===== config.mk =====
export PLATFORM = sky130hd
export DESIGN_NAME = ring_johnson_counter_flat
export DESIGN_NICKNAME = d
export VERILOG_FILES = /design/src/rtl/ring_johnson_counter_if.sv /design/src/rtl/ring_johnson_counter.sv /design/src/flat_wrapper.sv
export SDC_FILE = /design/constraint.sdc
export NUM_CORES = 1
export LEC_CHECK = 0
export ABC_AREA = 1
export CAP_MARGIN = 20
export CORE_AREA = 2 2 39 41
export DETAILED_ROUTE_END_ITERATION = 8
export DIE_AREA = 0 0 41 43
export GPL_TIMING_DRIVEN = 1
export HOLD_SLACK_MARGIN = 0.06
export MAX_ROUTING_LAYER = met4
export PLACE_DENSITY = 0.73
export SETUP_SLACK_MARGIN = 0.02
export SLEW_MARGIN = 20
export SYNTH_ARGS = -nofsm -noshare
export SYNTH_HDL_FRONTEND = slang
export SYNTH_SLANG_ARGS = --single-unit

===== constraint.sdc =====
create_clock -name clk -period 1.12 [get_ports clk]
set_input_delay 0.112 -clock clk [delete_from_list [all_inputs] [get_ports clk]]
set_output_delay 0.112 -clock clk [all_outputs]
set_load 0.01 [all_outputs]

===== src/rtl/ring_johnson_counter_if.sv =====
// Control and status bundle for ring_johnson_counter; the master drives controls, the slave returns state.
// WIDTH must match the WIDTH of the counter it is bound to.
interface ring_johnson_counter_if #(
    parameter int WIDTH = 4
);
    logic             en;
    logic             dir;
    logic             mode;
    logic             load;
    logic [WIDTH-1:0] load_val;
    logic [WIDTH-1:0] count;
    logic             wrap;
    logic             err;

    modport master (
        output en, dir, mode, load, load_val,
        input  count, wrap, err
    );

    modport slave (
        input  en, dir, mode, load, load_val,
        output count, wrap, err
    );
endinterface


===== src/rtl/ring_johnson_counter.sv =====
// One-hot ring / Johnson counter with load, direction and wrap strobe; RING_SELF_CORRECT_EN adds illegal-state recovery.
// Latency: count, wrap and err are registered, visible one clk after the controls. Backpressure: none, en=0 holds state.
module ring_johnson_counter #(
    parameter int WIDTH    = 4,
    parameter int INIT_POS = WIDTH - 1
) (
    input  logic                  clk,
    input  logic                  reset,
    ring_johnson_counter_if.slave bus
);
    localparam logic [WIDTH-1:0] RING_INIT = {{(WIDTH-1){1'b0}}, 1'b1} << INIT_POS;
    localparam logic [WIDTH-1:0] JOHN_INIT = '0;

    function automatic logic [WIDTH-1:0] init_of(input logic m);
        return m ? JOHN_INIT : RING_INIT;
    endfunction

    // Johnson differs from ring only by inverting the bit that wraps around.
    function automatic logic [WIDTH-1:0] shift_of(input logic [WIDTH-1:0] c,
                                                  input logic             m,
                                                  input logic             d);
        logic [WIDTH-1:0] r;
        if (d)
            r = {c[WIDTH-2:0], c[WIDTH-1] ^ m};
        else
            r = {c[0] ^ m, c[WIDTH-1:1]};
        return r;
    endfunction

    logic [WIDTH-1:0] count_q;
    logic             mode_q;
    logic             wrap_q;
    logic [WIDTH-1:0] next_shift;
    logic             shift_hits_init;
    logic             mode_change;

    always_comb begin
        next_shift      = shift_of(count_q, mode_q, bus.dir);
        shift_hits_init = (next_shift == init_of(mode_q));
        mode_change     = (bus.mode != mode_q);
    end

`ifdef RING_SELF_CORRECT_EN
    logic illegal;
    logic err_q;

    // Legal Johnson words have at most one 0/1 boundary when read linearly.
    function automatic int johnson_edges(input logic [WIDTH-1:0] c);
        int n;
        n = 0;
        for (int i = 0; i < WIDTH - 1; i++)
            if (c[i] != c[i+1])
                n++;
        return n;
    endfunction

    always_comb begin
        illegal = 1'b0;
        if (mode_q)
            illegal = (johnson_edges(count_q) > 1);
        else
            illegal = ($countones(count_q) != 1);
    end

    always_ff @(posedge clk or posedge reset) begin
        if (reset) begin
            count_q <= RING_INIT;
            mode_q  <= 1'b0;
            wrap_q  <= 1'b0;
            err_q   <= 1'b0;
        end else if (mode_change) begin
            count_q <= init_of(bus.mode);
            mode_q  <= bus.mode;
            wrap_q  <= 1'b0;
        end else if (bus.load) begin
            count_q <= bus.load_val;
            wrap_q  <= 1'b0;
        end else if (illegal) begin
            count_q <= init_of(mode_q);
            wrap_q  <= 1'b0;
            err_q   <= 1'b1;
        end else if (bus.en) begin
            count_q <= next_shift;
            wrap_q  <= shift_hits_init;
        end else begin
            wrap_q  <= 1'b0;
        end
    end

    assign bus.err = err_q;
`else
    always_ff @(posedge clk or posedge reset) begin
        if (reset) begin
            count_q <= RING_INIT;
            mode_q  <= 1'b0;
            wrap_q  <= 1'b0;
        end else if (mode_change) begin
            count_q <= init_of(bus.mode);
            mode_q  <= bus.mode;
            wrap_q  <= 1'b0;
        end else if (bus.load) begin
            count_q <= bus.load_val;
            wrap_q  <= 1'b0;
        end else if (bus.en) begin
            count_q <= next_shift;
            wrap_q  <= shift_hits_init;
        end else begin
            wrap_q  <= 1'b0;
        end
    end

    assign bus.err = 1'b0;
`endif

    assign bus.count = count_q;
    assign bus.wrap  = wrap_q;
endmodule


===== src/flat_wrapper.sv =====
// flat-port wrapper written by rule: the top's interface ports become plain ports
module ring_johnson_counter_flat 
#(
    parameter int WIDTH    = 4,
    parameter int INIT_POS = WIDTH - 1
)
  (clk, reset, bus_en, bus_dir, bus_mode, bus_load, bus_load_val, bus_count, bus_wrap, bus_err);
  ring_johnson_counter_if #(.WIDTH(WIDTH)) bus_i ();
  input  logic clk;
  input  logic reset;
  input wire logic [$bits(bus_i.en)-1:0] bus_en;
  input wire logic [$bits(bus_i.dir)-1:0] bus_dir;
  input wire logic [$bits(bus_i.mode)-1:0] bus_mode;
  input wire logic [$bits(bus_i.load)-1:0] bus_load;
  input wire logic [$bits(bus_i.load_val)-1:0] bus_load_val;
  output wire logic [$bits(bus_i.count)-1:0] bus_count;
  output wire logic [$bits(bus_i.wrap)-1:0] bus_wrap;
  output wire logic [$bits(bus_i.err)-1:0] bus_err;
  assign bus_i.en = bus_en;
  assign bus_i.dir = bus_dir;
  assign bus_i.mode = bus_mode;
  assign bus_i.load = bus_load;
  assign bus_i.load_val = bus_load_val;
  assign bus_count = bus_i.count;
  assign bus_wrap = bus_i.wrap;
  assign bus_err = bus_i.err;
  ring_johnson_counter #(.WIDTH(WIDTH), .INIT_POS(INIT_POS)) u_core (.clk(clk), .reset(reset), .bus(bus_i));
endmodule

# After elaboration in Yosys (flattened, before gate mapping)
# Cells that the tools add are included.
# word_totals
input_bits	10
reg_bits	6
word_cells	17
# op_classes
reduce_logical	1
n_mux	9
eq_ne	2
bitwise	2
# ops
operator	count
4-bit two-way mux	6
4-bit == test	1
1-bit two-way mux	3
3-bit nonzero test	1
1-bit bitwise XOR	2
1-bit inequality test	1

# Longest topological paths before layout
# Gate-level depths: netlist of the first run.
# logic_depth
word_depth	6
mapped_depth	7
mapped_depth_nobuf	7

# Worst setup path before layout of the first run
# No wires, ideal clock.
# synth_path
path_kind	register to register
start	register u_core.count_q[3] (netlist: u_core.bus.count[3])
end	register u_core.count_q[0] (netlist: u_core.bus.count[0])
t_arrival_ns	0.953
setup_time_ns	0.117
n_path_buf	0
path_stages_with_launch	8
slack_ns	0.051
t_required_ns	1.003
cell_sequence	dfstp_2 > inv_1 > nand2_1 > nand3_1 > o21ai_0 > nand2_1 > nand2_1 > nand2_1
# synth_between
elab_chain_cells	5
# synth_rtl
element	line	text
start, declared	ring_johnson_counter.sv:30	logic [WIDTH-1:0] count_q;
start signal, assigned	ring_johnson_counter.sv:98	count_q <= init_of(bus.mode);
start signal, assigned	ring_johnson_counter.sv:102	count_q <= bus.load_val;
start signal, assigned	ring_johnson_counter.sv:105	count_q <= next_shift;
1-bit bitwise XOR	ring_johnson_counter.sv:24	r = {c[WIDTH-2:0], c[WIDTH-1] ^ m};
4-bit two-way mux	ring_johnson_counter.sv:23	if (d)
4-bit two-way mux	ring_johnson_counter.sv:104	end else if (bus.en) begin
4-bit two-way mux	ring_johnson_counter.sv:101	end else if (bus.load) begin
4-bit two-way mux	ring_johnson_counter.sv:97	end else if (mode_change) begin
# Every way passes these cells. The select of a mux whose other input is x is not followed.
# A chain may end at the register's enable or synchronous reset.

# Worst setup path after layout of the first run
# layout_path
start	input port bus_dir
end	register u_core.count_q[2] (netlist: u_core.bus.count[2])
# layout_between
elab_chain_cells	4
# layout_rtl
element	line	text
start, declared	flat_wrapper.sv:12	input wire logic [$bits(bus_i.dir)-1:0] bus_dir;
4-bit two-way mux	ring_johnson_counter.sv:23	
4-bit two-way mux	ring_johnson_counter.sv:104	
4-bit two-way mux	ring_johnson_counter.sv:101	
4-bit two-way mux	ring_johnson_counter.sv:97	
# Every way passes these cells. The select of a mux whose other input is x is not followed.

==> flow_metrics.py, run 1 <==
metrics = {
    "run_status": {
        "result_of_the_run": "complete, no violations",
    },
    "setup_path": {
        "worstSetupStartpointType": "input pin",
        "cp_cell_instances": "clkdlybuf4s50_1, nand2_1, o21ai_1, nand2_1, nand2_1, nand2_1, o21ai_1",
        "critical_path_required_ns": 1.29,
        "critical_path.n_buffers_inverters": 1,
        "critical_path.endpoint_type": "flip-flop",
        "worst_path_dominant_cell_family": "buffers and inverters",
        "arrival_worst_endpoint_ns": 1.26,
        "worst_path_max_delay_cell": "sky130_fd_sc_hd__clkdlybuf4s50_1",
        "worst-setup-path-type": "in2reg",
        "reg2reg_slack_ns": 0.04,
        "crit_path_max_incr_delay_ns": 0.67,
        "worst-path-max-fanout": 8,
        "most_frequent_cp_cell": "sky130_fd_sc_hd__nand2_1",
    },
    "clock_network": {
        "clkSlewWorstSetupHoldPaths_ns": 0.05,
        "cts_buffer_depth": 2,
        "clk_latency_ns": 0.25,
        "ctsHoldBuffers": 0,
        "clock_buffers_created_by_tritoncts": 3,
        "clockRootBuffer": "sky130_fd_sc_hd__clkbuf_4",
        "clock_sink_count": 6,
        "htree_levels": 1,
        "clock_tree_from_tritoncts": "yes",
    },
    "power_and_ir_drop": {
        "max_rail_drop_vdd_uv": 654,
        "cellLeakagePower_nw": 0.341,
        "power_density_nw_per_um2": 1070,
    },
    "sta": {
        "min_period_over_period_pct": 97.1,
        "timing.final.setup_violations": 0,
        "timing.final.hold_violations": 0,
        "unrepaired_setup_endpoints_after_global_routing": "true",
        "max_freq_mhz": 920,
        "skew_ns": 0.00858,
        "number_of_max_slew_violations_in_the_final_report": 0,
        "final_period_minus_worst_setup_slack_ns": 1.09,
    },
    "placed_design": {
        "io_buffer_count": 14,
        "gp_congestion": 0.798,
        "dp_hpwl_um": 822,
        "placed_area_um2": 599,
    },
    "finish": {
        "nets": 100,
        "antenna_cells": 0,
        "layout.core_utilization_pct": 47.3,
        "seqCellArea_um2": 153,
        "layout.cells.most_common": "sky130_fd_sc_hd__nand2_1",
        "stdcell_area_um2": 654,
        "mostFrequentLayoutCells": "24 x sky130_fd_sc_hd__nand2_1, 9 x sky130_fd_sc_hd__clkdlybuf4s50_1, 6 x sky130_fd_sc_hd__nand3_1, 6 x sky130_fd_sc_hd__nor2_1, 6 x sky130_fd_sc_hd__buf_4",
        "area_of_the_multi_input_gates_um2": 245,
        "area.growth.synth_to_final_pct": 52.9,
        "final_layout_size_suffix_gt1_share_pct": 27.0,
        "fill_cells": 145,
    },
    "global_route": {
        "number_of_antenna_violations_at_the_first_check_in_global_routing": 0,
        "track_usage_pct": 16.1,
        "grt_first_pass_wirelength_mm": 1.85,
        "globalRouteOverflowTotal": 0,
        "grt_start_max_net_pins": 9,
        "first_global_vias": 455,
    },
    "floorplanning": {
        "core-area_um2": 1380,
        "fp.dieArea_um2": 1760,
        "die-width_um": 41,
        "num_rows": 14,
        "initial_core_util_pct": 30.9,
        "boundaryPins": 16,
        "dieHeight_um": 43,
    },
    "route": {
        "dr_total_vias": 480,
        "viasPerCell": 4.57,
        "ant_nets": 0,
        "drt_pass1_iterations": 4,
        "route.detailed.wl_per_inst_um": 10.7,
        "drcViolationCount": 0,
        "initialDrtViolationCount": 5,
        "drt_wl_total_mm": 1.12,
    },
    "synth": {
        "synth_fp_nets": 77,
        "post_synth.cell_area_avg_um2": 6.39,
        "synth_seq_area_share_pct": 35.4,
        "yosys_warnings": 0,
        "syn-instance-count": 67,
        "netlist_area_um2": 428,
        "synth-seq-cells": 6,
        "synth_cell_type_count": 19,
    },
    "job": {
        "max_cap_viols": 0,
    },
    "min_path": {
        "hp-class": "in2async",
    },
}
## final cells by class
class / instances / area share [%]
timing repair buffer: 20 / 27.0
inverter: 9 / 5.16
clock buffer: 4 / 4.02
multi-input combinational: 50 / 37.5
sequential: 6 / 23.3
tap: 16 / 3.06
## routing by layer
metal	GRT usage (%)	routed length (um)	share of wire [%]
met3	6.28	46	4.1
met2	23.4	570	51
met5	-	0	0
met1	19.5	491	44
met4	6.00	11	0.98
## worst reg2reg max path: stages, from the launching register on
cell	delay (ns)
sky130_fd_sc_hd__dfstp_2	0.54
sky130_fd_sc_hd__buf_4	0.11
sky130_fd_sc_hd__nand2_1	0.06
sky130_fd_sc_hd__nand3_2	0.08
sky130_fd_sc_hd__o21ai_2	0.07
sky130_fd_sc_hd__nand3_1	0.07
sky130_fd_sc_hd__nor2_1	0.05
## path summary, 6_finish.rpt
kind / from / to / cells past startpoint
max: bus_dir / u_core.bus.count[2]$_DFFE_PP0P_ / 7
min: reset / u_core.bus.count[1]$_DFFE_PP0P_ / 2
max reg2reg: u_core.bus.count[3]$_DFFE_PP1P_ / u_core.bus.wrap$_DFF_PP0_ / 6
min reg2reg: u_core.bus.count[1]$_DFFE_PP0P_ / u_core.bus.count[1]$_DFFE_PP0P_ / 2
max in group asynchronous: reset / u_core.bus.count[3]$_DFFE_PP1P_ / 2
min in group clk: bus_mode / u_core.mode_q$_DFFE_PP0N_ / 1
## where the power goes
| part | internal [W] | switching, W | leakage (nW) | total, W |
|---|---|---|---|---|
| logic | 0.000107 | 0.000115 | 0.252 | 0.000222 |
| registers | 0.000239 | 0.0000166 | 0.0744 | 0.000256 |
| clock network | 0.000135 | 0.0000844 | 0.0150 | 0.000220 |
## cells by family (layout without fill, tap and decap cells)
group / count (synthesis) / count (layout) / share of synthesized area, %
DFF: 6 / 6 / 35.4
buffers and inverters: 11 / 33 / 10.5
and+or+nand+nor: 42 / 42 / 43.9
AOI/OAI and AO/OA: 7 / 7 / 9.35
other: 1 / 1 / 0.876
## synthesized netlist by cell type
cell type,count,area [um2]
sky130_fd_sc_hd__conb_1,1,3.75
sky130_fd_sc_hd__clkbuf_1,1,3.75
sky130_fd_sc_hd__a21oi_1,1,5.00
sky130_fd_sc_hd__buf_4,1,7.51
sky130_fd_sc_hd__dfstp_2,1,26.3
sky130_fd_sc_hd__nand2_1,24,90.1
sky130_fd_sc_hd__inv_1,5,18.8
sky130_fd_sc_hd__nor2_4,1,11.3
sky130_fd_sc_hd__nand2_4,1,11.3
sky130_fd_sc_hd__o21ai_1,3,15.0
sky130_fd_sc_hd__nand2_2,1,6.26
sky130_fd_sc_hd__a21boi_0,1,7.51
sky130_fd_sc_hd__o21ai_0,1,5.00
sky130_fd_sc_hd__o21a_1,1,7.51
sky130_fd_sc_hd__nor2_2,1,6.26
sky130_fd_sc_hd__nor2_1,6,22.5
sky130_fd_sc_hd__dfrtp_1,5,125
sky130_fd_sc_hd__inv_2,4,15.0
sky130_fd_sc_hd__nand3_1,8,40.0
## stage by stage
step	cells	total power [W]	setup TNS (ns)	hold slack (ns)	setup slack [ns]
final	105	0.000698	0	0.0685	0.0326
after global routing	105	0.000756	-0.0738	0.0876	-0.0283
after CTS	103	0.000694	-0.00120	0.0684	-0.00120
after detailed placement	98	0.000468	-0.680	0.342	-0.165
after global placement	98	0.000466	-0.635	0.336	-0.154
after floorplan	67	0.000366	0	-0.0978	0.0507
## registers in the layout (all words and copies together) (netlist names)
| register | cells |
|---|---|
| u_core.mode_q | 1 |
| u_core.bus.wrap | 1 |
| u_core.bus.count | 4 |
## what timing repair did
item,in CTS,in global routing
setup endpoints to repair,7,6
pin swaps,2,3
setup buffers,1,2
resized for setup,8,7
Power figures use the tool's default switching activity.
==> run 2: changes to the inputs <==
--- a/config.mk
+++ b/config.mk
@@ -5,7 +5,7 @@
 export SDC_FILE = /design/constraint.sdc
 export NUM_CORES = 1
 export LEC_CHECK = 0
-export ABC_AREA = 1
+export ABC_AREA = 0
 export CAP_MARGIN = 20
 export CORE_AREA = 2 2 39 41
 export DETAILED_ROUTE_END_ITERATION = 8
@@ -13,7 +13,7 @@
 export GPL_TIMING_DRIVEN = 1
 export HOLD_SLACK_MARGIN = 0.06
 export MAX_ROUTING_LAYER = met4
-export PLACE_DENSITY = 0.73
+export PLACE_DENSITY = 0.75
 export SETUP_SLACK_MARGIN = 0.02
 export SLEW_MARGIN = 20
 export SYNTH_ARGS = -nofsm -noshare
==> run 2 against run 1 <==
  * The flow now finishes with violations (negative setup slack)
  * Sequential share of layout area shrank 1.3 points
  * Clock skew down 0.0051 ns
  * Worst hold slack improved by 0.012 ns
  * Design area rose by 6.9%
  * Combinational power rose by 6%
  * Non-clock buffer count rose by 5
  * Critical path type is now reg2reg
  * Largest cell class unchanged
==> flow_metrics.py, run 2 <==
metrics = {
    "setup_path": {
        "worstSetupEndpoint": "u_core.bus.wrap$_DFF_PP0_",
        "worst-path-max-fanout": 4,
        "ff2ff_path_depth": 3,
        "critical_path_required_ns": 1.29,
        "critical_path.endpoint_type": "flip-flop",
        "crit_path_max_incr_delay_ns": 0.45,
        "timing.rr.end": "u_core.bus.wrap$_DFF_PP0_",
        "reg2reg_slack_ns": -0.08,
        "worst_path_max_delay_cell": "sky130_fd_sc_hd__dfrtp_2",
        "arrival_worst_endpoint_ns": 1.37,
        "worstSetupStartpointType": "flip-flop",
        "worst-setup-path-type": "reg2reg",
        "cp_cell_instances": "xor2_2, or3_1, a211oi_2",
        "crit-reg2reg-launch": "u_core.mode_q$_DFFE_PP0N_",
        "setup.worst_path.start": "u_core.mode_q$_DFFE_PP0N_",
    },
    "synth": {
        "yosys-top-cells-area": "sky130_fd_sc_hd__dfrtp_1 28%, sky130_fd_sc_hd__dfstp_2 5.9%, sky130_fd_sc_hd__a21oi_1 5.6%",
        "post_synth.cell_area_avg_um2": 8.45,
        "synth_seq_area_share_pct": 33.8,
        "netlist_area_um2": 448,
        "synth.top_cells.by_count": "6 x sky130_fd_sc_hd__nor2_1, 5 x sky130_fd_sc_hd__a21oi_1, 5 x sky130_fd_sc_hd__dfrtp_1, 5 x sky130_fd_sc_hd__inv_1, 4 x sky130_fd_sc_hd__a31oi_1",
        "synthMuxAreaShare_pct": 4.47,
        "post-synth-top-area-fraction_pct": 27.9,
        "post_synth_and_or_nand_nor_area_fraction_pct": 16.8,
        "synth.largest_area_cell": "sky130_fd_sc_hd__dfrtp_1",
        "async_flop_share_pct": 100,
        "yosys_warnings": 0,
        "synth-edff-count": 0,
        "synth_top_family_by_area": "compound AO/OA/AOI/OAI gates",
        "syn-instance-count": 53,
        "adder_and_majority_gate_portion_of_the_synthesized_area_pct": 0,
        "synth_compound_gate_area_share_pct": 24.3,
        "synth_cell_type_count": 26,
        "synth-seq-cells": 6,
        "post-synth-top-count-cell": "sky130_fd_sc_hd__nor2_1",
        "ys_dominant_reg_cell": "sky130_fd_sc_hd__dfrtp_1",
        "synth_fp_nets": 63,
        "post_synth_xor_xnor_area_pct": 5.59,
    },
    "route": {
        "met2WireLength_um": 504,
        "route.detailed.wl_per_inst_um": 11.4,
        "ant_nets": 0,
        "drt_pass1_iterations": 4,
        "wl_met3_um": 53,
        "viasPerCell": 4.86,
        "initialDrtViolationCount": 14,
        "drcViolationCount": 0,
        "top_layer_in_use": "met3",
        "drt_wl_total_mm": 1.05,
        "met1_length_um": 490,
        "dr_total_vias": 447,
    },
    "placed_design": {
        "placed_area_um2": 631,
        "io_buffer_count": 14,
        "dp_hpwl_um": 725,
        "gp_congestion": 0.780,
        "numPlacedInstances": 86,
    },
    "power_and_ir_drop": {
        "max_rail_drop_vdd_uv": 417,
        "power_density_nw_per_um2": 1050,
        "cellLeakagePower_nw": 0.314,
    },
    "sta": {
        "hold-worst-slack_ns": 0.0806,
        "number_of_max_slew_violations_in_the_final_report": 0,
        "skew_ns": 0.00343,
        "timing.final.hold_violations": 0,
        "final_period_minus_worst_setup_slack_ns": 1.20,
        "min_period_over_period_pct": 107,
        "max_freq_mhz": 834,
        "timing.final.setup_violations": 4,
        "unrepaired_setup_endpoints_after_global_routing": "true",
        "layout_setup_ws_ns": -0.0786,
    },
    "global_route": {
        "number_of_antenna_violations_at_the_first_check_in_global_routing": 0,
        "grt_first_pass_wirelength_mm": 1.59,
        "grt_start_max_net_pins": 12,
        "globalRouteOverflowTotal": 0,
        "first_global_vias": 384,
        "track_usage_pct": 13.7,
    },
    "floorplanning": {
        "die-width_um": 41,
        "num_rows": 14,
        "initial_core_util_pct": 32.4,
        "boundaryPins": 16,
        "fp.dieArea_um2": 1760,
        "dieHeight_um": 43,
        "core-area_um2": 1380,
    },
    "finish": {
        "mostFrequentLayoutCells": "10 x sky130_fd_sc_hd__buf_4, 9 x sky130_fd_sc_hd__clkdlybuf4s50_1, 6 x sky130_fd_sc_hd__nor2_1",
        "stdcell_area_um2": 699,
        "layout.cells.most_common": "sky130_fd_sc_hd__buf_4",
        "area.growth.synth_to_final_pct": 56.1,
        "layout.core_utilization_pct": 50.5,
        "nets": 87,
        "max_reg_flops": 4,
        "fill_cells": 144,
        "final_layout_size_suffix_gt1_share_pct": 31.6,
        "post_layout_nonfiller_instances": 92,
        "antenna_cells": 0,
    },
    "run_status": {
        "result_of_the_run": "finished with violations",
        "failed_checks": "negative setup slack",
    },
    "job": {
        "max_cap_viols": 0,
    },
    "clock_network": {
        "clock_buffers_created_by_tritoncts": 3,
        "clock_tree_from_tritoncts": "yes",
        "clkSlewWorstSetupHoldPaths_ns": 0.05,
        "cts_buffer_depth": 2,
        "clock_sink_count": 6,
        "htree_levels": 1,
        "clk_latency_ns": 0.25,
        "clockRootBuffer": "sky130_fd_sc_hd__clkbuf_4",
    },
    "min_path": {
        "hp-class": "in2async",
    },
}
## run 2: cell count changes after synthesis, moves of 2 or more
cell,change
sky130_fd_sc_hd__a31oi_1,+4
sky130_fd_sc_hd__a211o_1,+2
sky130_fd_sc_hd__nand2_1,-21
sky130_fd_sc_hd__mux2i_1,+2
sky130_fd_sc_hd__a21oi_1,+4
sky130_fd_sc_hd__nand3_1,-8
sky130_fd_sc_hd__inv_2,-4
sky130_fd_sc_hd__buf_6,+2
sky130_fd_sc_hd__o21ai_1,-3
## run 2: worst min path at each step
stage | startpoint | to | depth (start not counted) | slack [ns]
2_1_floorplan | reset | u_core.bus.count[0]$_DFFE_PP0P_ | 1 | -0.1
3_3_place_gp | reset | u_core.bus.count[0]$_DFFE_PP0P_ | 2 | 0.35
3_5_place_dp | reset | u_core.bus.count[0]$_DFFE_PP0P_ | 2 | 0.36
4_1_cts | reset | u_core.bus.count[0]$_DFFE_PP0P_ | 2 | 0.08
5_1_grt | reset | u_core.bus.wrap$_DFF_PP0_ | 2 | 0.11
6_report | reset | u_core.bus.wrap$_DFF_PP0_ | 2 | 0.08
## run 2: stage by stage
step                      TNS (ns)  setup slack [ns]  total power (W)
after global routing        -0.344            -0.122         0.000775
after global placement       -1.01            -0.263         0.000475
after floorplan             -0.176            -0.110         0.000372
after CTS                   -0.203           -0.0877         0.000709
final                       -0.189           -0.0786         0.000733
after detailed placement     -1.09            -0.286         0.000477
## run 2: kinds of logic (layout without fill, tap and decap cells)
kind of cell	after synthesis	after routing
mux	2	2
buf+inv	11	34
compound gates	16	16
other cells	1	1
flops	6	6
simple gates	15	15
xor+xnor	2	2
## run 2: worst max-delay path: cells and delay by family (launching register included)
family / cells / cell delay [ns]
XOR/XNOR: 1 / 0.16
flip-flops: 1 / 0.45
AO/OA/AOI/OAI: 1 / 0.18
AND/OR/NAND/NOR: 1 / 0.32
## run 2: where the power goes
group          internal [W]  switching, W
Clock              0.000136     0.0000954
Sequential         0.000239     0.0000269
Combinational      0.000138     0.0000978
## run 2: layout make-up
type / instances / area, um2 / area share, %
multi-input cells: 36 / 254 / 36.3
repair buffers: 25 / 226 / 32.4
flip-flops and latches: 6 / 154 / 22.0
clock buffers: 4 / 26.3 / 3.76
well taps: 16 / 20.0 / 2.86
inverters: 5 / 18.8 / 2.68
## run 2: layer usage
| metal | up-vias | track usage, % |
|---|---|---|
| li1 | 228 | - |
| met1 | 206 | 16.9 |
| met2 | 13 | 18.8 |
| met3 | 0 | 4.71 |
| met4 | 0 | 8.00 |
| met5 | - | - |
## run 2: repair_timing
item	in CTS	in global routing
gates cloned	0	0
setup buffers	1	1
resized for setup	8	11
setup endpoints to repair	8	9
pin swaps	2	3
hold buffers	0	0
